===== config.mk =====
export PLATFORM = sky130hd
export DESIGN_NAME = mem_wb_arbiter
export DESIGN_NICKNAME = d
export VERILOG_FILES = /design/src/rtl/mem_wb_pkg.sv /design/src/rtl/rr_arbiter.sv /design/src/rtl/mem_wb_arbiter.sv
export SDC_FILE = /design/constraint.sdc
export NUM_CORES = 1
export LEC_CHECK = 0
export BUFFER_PORTS_ARGS = -buffer_cell sky130_fd_sc_hd__buf_4
export CELL_PAD_IN_SITES_DETAIL_PLACEMENT = 1
export CELL_PAD_IN_SITES_GLOBAL_PLACEMENT = 1
export CORE_MARGIN = 4
export CORE_UTILIZATION = 30
export DETAILED_ROUTE_END_ITERATION = 10
export PLACE_DENSITY = 0.76
export SYNTH_ARGS = -nofsm -noshare
export SYNTH_HDL_FRONTEND = slang
export SYNTH_SLANG_ARGS = --single-unit

===== constraint.sdc =====
create_clock -name i_clk -period 2 [get_ports i_clk]
set_input_delay 0.3 -clock i_clk [delete_from_list [all_inputs] [get_ports i_clk]]
set_output_delay 0.3 -clock i_clk [all_outputs]
set_load 0.1 [all_outputs]

===== src/rtl/mem_wb_pkg.sv =====
// Shared types and default sizing for the mem_wb arbitration slice.
package mem_wb_pkg;

    localparam int MEM_AW      = 8;
    localparam int MEM_DW      = 8;
    localparam int ARB_TIMEOUT = 16;

    typedef enum logic [1:0] {
        IDLE = 2'd0,
        BUSY = 2'd1,
        RESP = 2'd2
    } arb_state_t;

endpackage


===== src/rtl/rr_arbiter.sv =====
// Combinational round-robin picker: searches from last_grant+1 upward with
// wrap, so the most recently served master has the lowest priority.
module rr_arbiter #(
    parameter int NUM_M = 2,
    parameter int IW    = $clog2(NUM_M)
) (
    input  logic [NUM_M-1:0] i_req,
    input  logic [IW-1:0]    i_last_grant,
    output logic [NUM_M-1:0] o_grant,
    output logic [IW-1:0]    o_grant_idx,
    output logic             o_valid
);

    // Walk the masters in rotated order and take the first requester.
    always_comb begin
        int idx;
        idx         = 0;
        o_grant     = '0;
        o_grant_idx = '0;
        o_valid     = 1'b0;
        for (int k = 1; k <= NUM_M; k++) begin
            idx = int'(i_last_grant) + k;
            if (idx >= NUM_M) begin
                idx = idx - NUM_M;
            end
            if (!o_valid && i_req[idx]) begin
                o_valid      = 1'b1;
                o_grant[idx] = 1'b1;
                o_grant_idx  = IW'(idx);
            end
        end
    end

endmodule


===== src/rtl/mem_wb_arbiter.sv =====
// Shares one mem_wb port between NUM_M masters. A winner is latched in IDLE,
// the memory strobe is held through BUSY until ack or timeout, and a single
// one-cycle ack/err pulse is returned to that master in RESP.
module mem_wb_arbiter
    import mem_wb_pkg::*;
#(
    parameter int NUM_M   = 2,
    parameter int AW      = MEM_AW,
    parameter int DW      = MEM_DW,
    parameter int TIMEOUT = ARB_TIMEOUT
) (
    input  logic              i_clk,
    input  logic              i_rst_n,
    input  logic [NUM_M-1:0]  i_m_strb,
    input  logic [NUM_M-1:0]  i_m_we,
    input  logic [NUM_M*AW-1:0] i_m_addr,
    input  logic [NUM_M*DW-1:0] i_m_wdata,
    output logic [DW-1:0]     o_m_rdata,
    output logic [NUM_M-1:0]  o_m_ack,
    output logic [NUM_M-1:0]  o_m_err,
    output logic              o_s_strb,
    output logic              o_s_we,
    output logic [AW-1:0]     o_s_addr,
    output logic [DW-1:0]     o_s_wdata,
    input  logic [DW-1:0]     i_s_rdata,
    input  logic              i_s_ack
);

    localparam int IW = $clog2(NUM_M);
    localparam int CW = $clog2(TIMEOUT + 1);
    localparam logic [CW-1:0] CNT_LAST = CW'(TIMEOUT - 1);
    localparam logic [CW-1:0] CNT_MAX  = '1;

    arb_state_t       r_state;
    arb_state_t       w_next_state;
    logic             w_done_ack;
    logic             w_done_err;

    logic [IW-1:0]    r_last_grant;
    logic [IW-1:0]    r_grant_idx;
    logic [NUM_M-1:0] r_grant_oh;
    logic [CW-1:0]    r_cnt;
    logic             r_s_we;
    logic [AW-1:0]    r_s_addr;
    logic [DW-1:0]    r_s_wdata;
    logic [DW-1:0]    r_m_rdata;
    logic [NUM_M-1:0] r_m_ack;
    logic [NUM_M-1:0] r_m_err;

    logic [NUM_M-1:0] w_grant;
    logic [IW-1:0]    w_grant_idx;
    logic             w_req_valid;
    logic             w_win_we;
    logic [AW-1:0]    w_win_addr;
    logic [DW-1:0]    w_win_wdata;

    rr_arbiter #(
        .NUM_M (NUM_M),
        .IW    (IW)
    ) u_rr (
        .i_req        (i_m_strb),
        .i_last_grant (r_last_grant),
        .o_grant      (w_grant),
        .o_grant_idx  (w_grant_idx),
        .o_valid      (w_req_valid)
    );

    assign w_win_we    = i_m_we[w_grant_idx];
    assign w_win_addr  = i_m_addr[w_grant_idx*AW +: AW];
    assign w_win_wdata = i_m_wdata[w_grant_idx*DW +: DW];

    // Strobe is decoded from state so an asynchronous reset drops it at once.
    assign o_s_strb  = (r_state == BUSY);
    assign o_s_we    = r_s_we;
    assign o_s_addr  = r_s_addr;
    assign o_s_wdata = r_s_wdata;
    assign o_m_rdata = r_m_rdata;
    assign o_m_ack   = r_m_ack;
    assign o_m_err   = r_m_err;

    // State register.
    always_ff @(posedge i_clk or negedge i_rst_n) begin
        if (!i_rst_n) begin
            r_state <= IDLE;
        end else begin
            r_state <= w_next_state;
        end
    end

    // Next state and completion decode; ack takes precedence over timeout.
    always_comb begin
        w_next_state = r_state;
        w_done_ack   = 1'b0;
        w_done_err   = 1'b0;
        case (r_state)
            IDLE: begin
                if (w_req_valid) begin
                    w_next_state = BUSY;
                end
            end
            BUSY: begin
                if (i_s_ack) begin
                    w_done_ack   = 1'b1;
                    w_next_state = RESP;
                end else if (r_cnt == CNT_LAST) begin
                    w_done_err   = 1'b1;
                    w_next_state = RESP;
                end
            end
            RESP: begin
                w_next_state = IDLE;
            end
            default: begin
                w_next_state = IDLE;
            end
        endcase
    end

    // Latch the winner, run the saturating timeout counter, and produce the
    // one-cycle response pulses and read data.
    always_ff @(posedge i_clk or negedge i_rst_n) begin
        if (!i_rst_n) begin
            r_last_grant <= IW'(NUM_M - 1);
            r_grant_idx  <= '0;
            r_grant_oh   <= '0;
            r_cnt        <= '0;
            r_s_we       <= 1'b0;
            r_s_addr     <= '0;
            r_s_wdata    <= '0;
            r_m_rdata    <= '0;
            r_m_ack      <= '0;
            r_m_err      <= '0;
        end else begin
            r_m_ack <= '0;
            r_m_err <= '0;
            case (r_state)
                IDLE: begin
                    if (w_req_valid) begin
                        r_grant_idx <= w_grant_idx;
                        r_grant_oh  <= w_grant;
                        r_s_we      <= w_win_we;
                        r_s_addr    <= w_win_addr;
                        r_s_wdata   <= w_win_wdata;
                        r_cnt       <= '0;
                    end
                end
                BUSY: begin
                    if (r_cnt != CNT_MAX) begin
                        r_cnt <= r_cnt + CW'(1);
                    end
                    if (w_done_ack) begin
                        r_m_ack      <= r_grant_oh;
                        r_last_grant <= r_grant_idx;
                        if (!r_s_we) begin
                            r_m_rdata <= i_s_rdata;
                        end
                    end else if (w_done_err) begin
                        r_m_err      <= r_grant_oh;
                        r_last_grant <= r_grant_idx;
                    end
                end
                default: begin
                end
            endcase
        end
    end

endmodule


=== Word level (Yosys, flattened, before mapping) ===
Cells that the tools add are included.
W data, S select, Z words.

* Add/subtract/negate cells: 5
* Magnitude comparators: 7
* Eq/ne operators: 6
* Shift operators: 2
* Multiplexer cells: 39
* Bitwise operators: 2
* Reduce and logical (&&, ||, !) cells: 12

{| class="wikitable"
|+ Operators by type and width
! operator !! number
|-
| $ge A32 B1 Y1 const B || 2
|-
| $ge A32 B3 Y1 const B || 2
|-
| $lt A32 B3 Y1 const B || 2
|-
| $mux W32 || 2
|-
| $sub A32 B3 Y32 const B || 2
|-
| $shiftx A16 B5 Y8 || 2
|-
| $mux W1 || 21
|-
| $mux W2 || 10
|-
| $mux W5 || 2
|-
| $pmux W5 S2 || 1
|-
| $reduce_and A2 Y1 || 3
|-
| $reduce_and A3 Y1 || 2
|-
| $add A5 B1 Y5 const B || 1
|-
| $eq A5 B4 Y1 const B || 1
|-
| $ne A5 B5 Y1 const B || 1
|-
| $ne A2 B1 Y1 const B || 2
|-
| $pmux W2 S2 || 1
|-
| $reduce_bool A2 Y1 || 2
|-
| $add A1 B2 Y3 const B || 1
|-
| $logic_and A1 B1 Y1 || 3
|-
| $ne A3 B1 Y1 const B || 1
|-
| $add A1 B1 Y2 const B || 1
|-
| $demux W1 S1 || 2
|-
| $eq A2 B1 Y1 const B || 1
|-
| 5 further kinds || 5
|}

* Bits in registers: 40
* Input bits: 47
* Output and inout port bits: 30
* Logic and storage cells: 84

=== Longest topological paths before layout ===
Gate-level depths: netlist of run 1.

* Word-level depth: 12
* Gate-level depth with buffers: 6
* Depth with buffers taken out: 6

=== Modules after synthesis ===
From an unflattened synthesis of run 1, not the netlist that was laid out.

* Cell total of the unflattened synthesis: 144
* Area, all modules: 1815.5 µm²

{| class="wikitable"
|+ By module, submodules not included
! module !! times used !! cells an instance !! area an instance (µm²) !! seq. area each (µm²)
|-
| mem_wb_arbiter || 1 || 139 || 1783.0 || 1002.2
|-
| rr_arbiter || 1 || 5 || 32.5 || 0.0
|}

=== Least setup slack after synthesis of run 1 ===
OpenSTA, ideal clock, no wires.

* Path type: flip-flop to flip-flop
* Start point: register r_cnt[0]
* End point: register r_cnt[3]
* Setup time: 0.077 ns
* Arrival: 1.758 ns
* Data required time: 1.923 ns
* Path slack: 0.164 ns
* Stages on the path, launching flop included: 7
* Buffers on the path: 0
* Period minus slack after synthesis: 1.836 ns
* Cells stage by stage: dfrtp_1 -> ha_1 -> and3_1 -> ha_1 -> or3b_4 -> or3_1 -> a21oi_1

* Word-level cells in the longest chain between the ends: 3
* Elaborated cells between the ends (all ways): 6
* Those cells by class: add/sub (1); eq/ne (2); mux (2); reduce/logical (1)

{| class="wikitable"
|+ Ends and longest elaborated chain
! item !! line !! source
|-
| start: declaration || mem_wb_arbiter.sv:42 || <nowiki>logic [CW-1:0] r_cnt;</nowiki>
|-
| start signal: assignment || mem_wb_arbiter.sv:149 || <nowiki>r_cnt <= r_cnt + CW'(1);</nowiki>
|-
| $add A5 B1 Y5 or $ne A5 B5 Y1 (tied branches) || mem_wb_arbiter.sv:149, mem_wb_arbiter.sv:148 ||
|-
| $mux W5 or $ne A2 B1 Y1 (tied branches) || -- ||
|-
| $pmux W5 S2 or $reduce_and A3 Y1 (tied branches) || -- ||
|}

Parallel ways exist; a longest one is shown, timed or not. The select of a mux whose other input is x is not followed.
A chain may end at the register's enable or synchronous reset.

=== Worst setup path after layout of run 1 ===
Ends and elaborated chain as after synthesis.

==> impl_metrics.json, run 1 <==
{
  "wl_met2_um": 2605,
  "syn_area_mm2": 0.001768,
  "worst_hold_path_type": "in -> async",
  "antenna_found_initial": 0,
  "viasPerCell": 5.039,
  "worstPathRequired_ns": 2.21,
  "cts_buffers": 5,
  "htreeDepth": 2,
  "ys.flop_type": "dfrtp_1",
  "path_clk_slew_ns": 0.07,
  "max_stage_delay_ns": 0.42,
  "grt_max_degree": 41,
  "synth-edff-count": 0,
  "setup_violations": 0,
  "wl_per_cell_um": 16.26,
  "synth_async_sr_flop_share": 1.000,
  "crit_family": "simple AND/OR/NAND/NOR gates",
  "critPathBufInv": 0,
  "syn_avg_cell_area_um2": 11.87,
  "met1_length_um": 1998,
  "synth.area.top_cells": "dfrtp_1 55%, a2bb2oi_1 8.4%, a211oi_1 7.2%",
  "arrival_ns": 2.19,
  "yosysTopAreaCell": "dfrtp_1",
  "post-route-period-util": 0.9919,
  "grt_pass1_vias": 1555,
  "layout_commonest_cell": "buf_4",
  "maxSlewHeadroom": 0.4944,
  "yosysWarnings": 0,
  "drcViolationCount": 0,
  "clkSinkCount": 40,
  "cts_hold_buf": 0,
  "synth_cells": 149,
  "pin_count": 77,
  "synth_cell_type_count": 31,
  "cts-root-buf": "clkbuf_8",
  "core-area_mm2": 0.005608,
  "status": "finished with violations",
  "critPathKind": "reg -> reg",
  "worst_hold_slack_ns": -0.02045,
  "path_cells": "ha_1 -> and3_1 -> ha_2 -> or3b_4 -> or3_1 -> a21oi_1",
  "ys_seq_area_frac": 0.5669,
  "crit_path_end_kind": "flop",
  "report.final.hold_viol_count": 32,
  "syn-num-nets": 199,
  "cts_tree": "done",
  "fill_cells": 643,
  "routed_wl_um": 4959,
  "post_route_cells_drive_above_1_share": 0.4635,
  "first_pass_iters": 4,
  "dr_wl_met3_um": 272,
  "grt_usage": 0.1375,
  "period_needed_ns": 1.984,
  "synth_top_area_share": 0.5520,
  "drv_slew": 0,
  "drt_first_iter_violations": 62,
  "start_util": 0.3153,
  "antenna_left": 0,
  "dp.cells": 293,
  "cap_violations": 0,
  "violations": "negative hold slack",
  "path_max_fanout": 5,
  "dieWidth_um": 84.77,
  "syn2layout_area_growth_pct": 43.81,
  "top_layer": "met4",
  "num_rows": 27,
  "cts_buffer_depth": 2,
  "fp.dieArea_mm2": 0.007185,
  "dr_total_vias": 1537,
  "max_freq_mhz": 504.1,
  "worst_pin_slew_ns": 0.7541,
  "finClkSkew_ns": 0.003849,
  "worstSkewPairLatency_ns": 0.29,
  "gp_congestion": 0.7720,
  "grt_overflow": 0,
  "nets": 282,
  "dieHeight_um": 84.77,
  "num_antenna_cells": 0,
  "portBuffers": 76,
  "cp_slowest_cell": "or3b_4",
  "layout_common_cells": "83 x buf_4, 39 x dfrtp_1, 17 x nand2_1, 17 x a211oi_1, 17 x a2bb2oi_1",
  "grt_pass1_wl_um": 7907,
  "ys_seq_elements": 40,
  "dp_hpwl_um": 3653,
  "seqCellArea_mm2": 0.001002,
  "multi_input_area_um2": 721.9,
  "fin_cells": 305,
  "start_kind": "flop"
}
[worst paths after layout]
check | startpoint | end | slack [ns] | depth (start not counted)
setup / recovery | r_cnt[0]$_DFFE_PN0P_ | r_cnt[3]$_DFFE_PN0P_ | 0.02 | 6
hold / removal | i_rst_n | o_m_rdata[5]$_DFFE_PN0P_ | -0.02 | 1
setup reg to reg | r_cnt[0]$_DFFE_PN0P_ | r_cnt[3]$_DFFE_PN0P_ | 0.02 | 6
hold reg to reg | r_grant_idx$_DFFE_PN0P_ | r_grant_idx$_DFFE_PN0P_ | 0.48 | 1
max in group asynchronous | i_rst_n | r_last_grant$_DFFE_PN1P_ | 1.65 | 1
min in group i_clk | i_s_ack | r_state[0]$_DFFE_PN0P_ | 0.23 | 2
[state kept, by name, summed over array words and instances (netlist names)]
| signal | flops |
|---|---|
| r_last_grant | 1 |
| o_m_ack | 2 |
| o_m_rdata | 8 |
| o_s_we | 1 |
| o_s_wdata | 8 |
| r_grant_idx | 1 |
| o_s_addr | 8 |
| r_cnt | 5 |
| r_grant_oh | 2 |
| o_m_err | 2 |
| r_state | 2 |
[layout make-up]
cell class	count	area share
multi-input cells	98	0.2840
well taps	72	0.03543
flip-flops and latches	40	0.3942
clock buffers	8	0.03543
repair buffers	83	0.2451
inverters	4	0.005906
[metal layers]
layer,vias to the layer above,track usage
met5,-,0
met4,0,0.05180
met3,8,0.02944
met2,48,0.2335
met1,769,0.1706
li1,712,-
[timing repair]
action / CTS / global route
buffers inserted: 0 / 4
gates resized for setup: 0 / 1
hold endpoints to repair: 0 / 0
setup endpoints to repair: 0 / 1
[kinds of logic (layout without fill, tap and decap cells)]
| kind of cell | after synthesis | after routing | share of synthesized area |
|---|---|---|---|
| buf+inv | 11 | 95 | 0.02618 |
| compound gates | 46 | 46 | 0.2024 |
| xor+xnor | 1 | 1 | 0.004955 |
| fa+ha+maj | 3 | 3 | 0.02123 |
| flops | 40 | 40 | 0.5669 |
| mux | 10 | 10 | 0.06299 |
| simple gates | 38 | 38 | 0.1154 |
[cells in the mapped netlist (2+ instances only)]
cell type / number
mux2_2: 9
o22ai_1: 2
o21ai_0: 3
buf_2: 4
nor2_1: 7
clkbuf_1: 2
ha_1: 3
nand2_1: 17
inv_1: 4
a2bb2oi_1: 17
a21o_1: 2
dfrtp_1: 39
a21oi_1: 2
a211oi_1: 17
and3_1: 5
[stage by stage]
stage	hold slack (ns)	TNS [ns]	util	area, um^2	setup WS, ns
after floorplan	0.004409	0	-	1768	0.1644
after global routing	0.02519	-0.04018	0.4534	2542	-0.04018
final	-0.02045	0	0.4534	2542	0.01629
after global placement	0.3133	0	0.4315	2420	0.1168
after CTS	0.004313	0	0.4476	2510	0.02750
after detailed placement	0.3169	0	0.4315	2420	0.04611
Power of run 1 is left out: the tool's default activity adds up to more than one toggle a clock period on the data nets, which glitch-free logic cannot reach.
==> run 2, diff against run 1 <==
--- a/config.mk
+++ b/config.mk
@@ -5,6 +5,7 @@
 export SDC_FILE = /design/constraint.sdc
 export NUM_CORES = 1
 export LEC_CHECK = 0
+export ABC_AREA = 1
 export BUFFER_PORTS_ARGS = -buffer_cell sky130_fd_sc_hd__buf_4
 export CELL_PAD_IN_SITES_DETAIL_PLACEMENT = 1
 export CELL_PAD_IN_SITES_GLOBAL_PLACEMENT = 1
==> run 2 against run 1 <==
Compared with the run above:
- the run still ends with negative hold slack left
- cell count is 28% higher
- critical path depth is 2 lower
- routed wire length is 7.7% higher
- non-clock buffer count is 6 lower
- first-iteration DRC count is 23% lower
- maximum frequency is 21% higher
==> impl_metrics.json, run 2 <==
{
  "synth_cells": 236,
  "syn_avg_cell_area_um2": 8.700,
  "core-area_mm2": 0.006495,
  "cts_buffers": 5,
  "synth_async_sr_flop_share": 1.000,
  "seqCellArea_mm2": 0.001002,
  "post_route_cells_drive_above_1_share": 0.3355,
  "cts_resized": 0,
  "post-route-period-util": 0.8229,
  "crit_path_end_kind": "output pin",
  "routed_wl_um": 5342,
  "dr_total_vias": 1807,
  "setup_tns_ns": 0,
  "synth_cell_type_count": 31,
  "nets": 362,
  "dieWidth_um": 90.73,
  "synth_commonest_cells": "83 x nand2_1, 39 x dfrtp_1, 27 x nand3_1, 24 x inv_1, 11 x nand3b_1",
  "clkSinkCount": 40,
  "grt_usage": 0.1376,
  "fill_cells": 786,
  "dp_hpwl_um": 4046,
  "start_kind": "flop",
  "crit_family": "buffers and inverters",
  "synth-edff-count": 0,
  "cap_violations": 0,
  "path_cells": "inv_1 -> nand2_4 -> inv_2 -> buf_4",
  "critPathKind": "reg -> out",
  "dieHeight_um": 90.73,
  "max_stage_delay_ns": 0.41,
  "start_util": 0.3161,
  "worst_hold_slack_ns": -0.01515,
  "critPathBufInv": 3,
  "ys_seq_elements": 40,
  "grt_max_degree": 41,
  "postCtsSetupBuffers": 0,
  "violations": "negative hold slack",
  "worst_pin_slew_ns": 0.5163,
  "path_max_fanout": 6,
  "wl_per_cell_um": 13.70,
  "setup_violations": 0,
  "cp_slowest_cell": "dfrtp_1",
  "worstSkewPairLatency_ns": 0.29,
  "viasPerCell": 4.633,
  "worst_hold_path_type": "in -> async",
  "cts-root-buf": "clkbuf_8",
  "grt_pass1_wl_um": 9321,
  "portBuffers": 76,
  "num_antenna_cells": 0,
  "multi_input_area_um2": 848.3,
  "antenna_found_initial": 0,
  "syn_area_mm2": 0.002053,
  "rsz0062_at_grt": "false",
  "finClkSkew_ns": 0.007135,
  "ys.flop_type": "dfrtp_1",
  "status": "finished with violations",
  "htreeDepth": 2,
  "report.final.hold_viol_count": 39,
  "fp.dieArea_mm2": 0.008232,
  "grt_pass1_vias": 2004,
  "arrival_ns": 1.35,
  "yosysWarnings": 0,
  "drt_first_iter_violations": 48,
  "drcViolationCount": 0,
  "drv_slew": 0,
  "layout_commonest_cell": "nand2_1",
  "grt_overflow": 0,
  "num_rows": 29,
  "gp_congestion": 0.7682,
  "maxSlewHeadroom": 0.6558,
  "cts_hold_buf": 0,
  "synth.area.top_cells": "dfrtp_1 48%, nand2_1 15%, nand3_1 6.6%",
  "worstPathRequired_ns": 1.70,
  "layout_common_cells": "83 x nand2_1, 77 x buf_4, 39 x dfrtp_1",
  "syn-num-nets": 286,
  "syn2layout_area_growth_pct": 33.27,
  "cts_buffer_depth": 2,
  "pin_count": 77,
  "ys_seq_area_frac": 0.4881,
  "yosysTopAreaCell": "dfrtp_1",
  "first_pass_iters": 4,
  "period_needed_ns": 1.646,
  "synth_top_area_share": 0.4753,
  "antenna_left": 0,
  "cts_tree": "done",
  "max_freq_mhz": 607.6,
  "synth_most_common_cell": "nand2_1",
  "path_clk_slew_ns": 0.08
}
run 2: cell count changes in the layout (fill, tap and decap cells not counted), sizes merged, moves of 9 or more:
| cell | delta |
|---|---|
| nand3b | +12 |
| mux2 | -9 |
| a211oi | -17 |
| a2bb2oi | -17 |
| nand2 | +72 |
| inv | +22 |
| nand3 | +30 |
run 2: final timing paths:
kind,startpoint,to,slack [ns],cells after the start
setup / recovery,r_state[1]$_DFFE_PN0P_,o_s_strb,0.35,4
hold / removal,i_rst_n,o_m_ack[0]$_DFF_PN0_,-0.02,1
setup reg to reg,r_cnt[0]$_DFFE_PN0P_,r_cnt[4]$_DFFE_PN0P_,0.44,9
hold reg to reg,o_m_rdata[6]$_DFFE_PN0P_,o_m_rdata[6]$_DFFE_PN0P_,0.48,2
max in group asynchronous,i_rst_n,r_last_grant$_DFFE_PN1P_,1.65,1
min in group i_clk,i_s_ack,r_state[0]$_DFFE_PN0P_,0.22,2
run 2: per-layer routing:
layer | GRT usage | vias to the layer above | wire length (um)
li1 | - | 895 | -
met4 | 0.02296 | 0 | 35
met2 | 0.2464 | 57 | 2696
met1 | 0.1591 | 851 | 2183
met3 | 0.04917 | 4 | 426
met5 | 0 | - | 0
run 2: layout make-up:
type	count	area share
timing repair buffer	77	0.2112
tap	77	0.03521
clock buffer	6	0.02652
multi-input combinational	161	0.3100
inverter	27	0.03795
clock inverter	2	0.01280
sequential	40	0.3663
run 2: through the flow:
step	std cells	instance area (um^2)	worst slack, ns	hold slack (ns)	util
4_1_cts	390	2736	0.3383	0.00002320	0.4213
6_report	390	2736	0.3543	-0.01515	0.4213
5_1_grt	390	2736	0.2375	0.02063	0.4213
2_1_floorplan	236	2053	0.1989	0.004409	-
3_3_place_gp	382	2629	0.5431	0.3151	0.4047
3_5_place_dp	382	2629	0.4238	0.3187	0.4047
run 2: kinds of logic (layout without fill, tap and decap cells):
| family | after synthesis | in the layout | share of synthesized area |
|---|---|---|---|
| AOI/OAI and AO/OA | 12 | 12 | 0.04266 |
| adders and majority gates | 3 | 3 | 0.01828 |
| buffers and inverters | 35 | 112 | 0.09872 |
| DFF | 40 | 40 | 0.4881 |
| and+or+nand+nor | 146 | 146 | 0.3522 |
run 2: worst register-to-register path: cells and delay by family (launching register included):
kind                       cells  cell delay (ns)
AOI/OAI and AO/OA              1             0.07
and+or+nand+nor                5             0.53
DFF                            1             0.39
buffers and inverters          1             0.07
adders and majority gates      2             0.39
Power of run 2 is left out for the same reason.
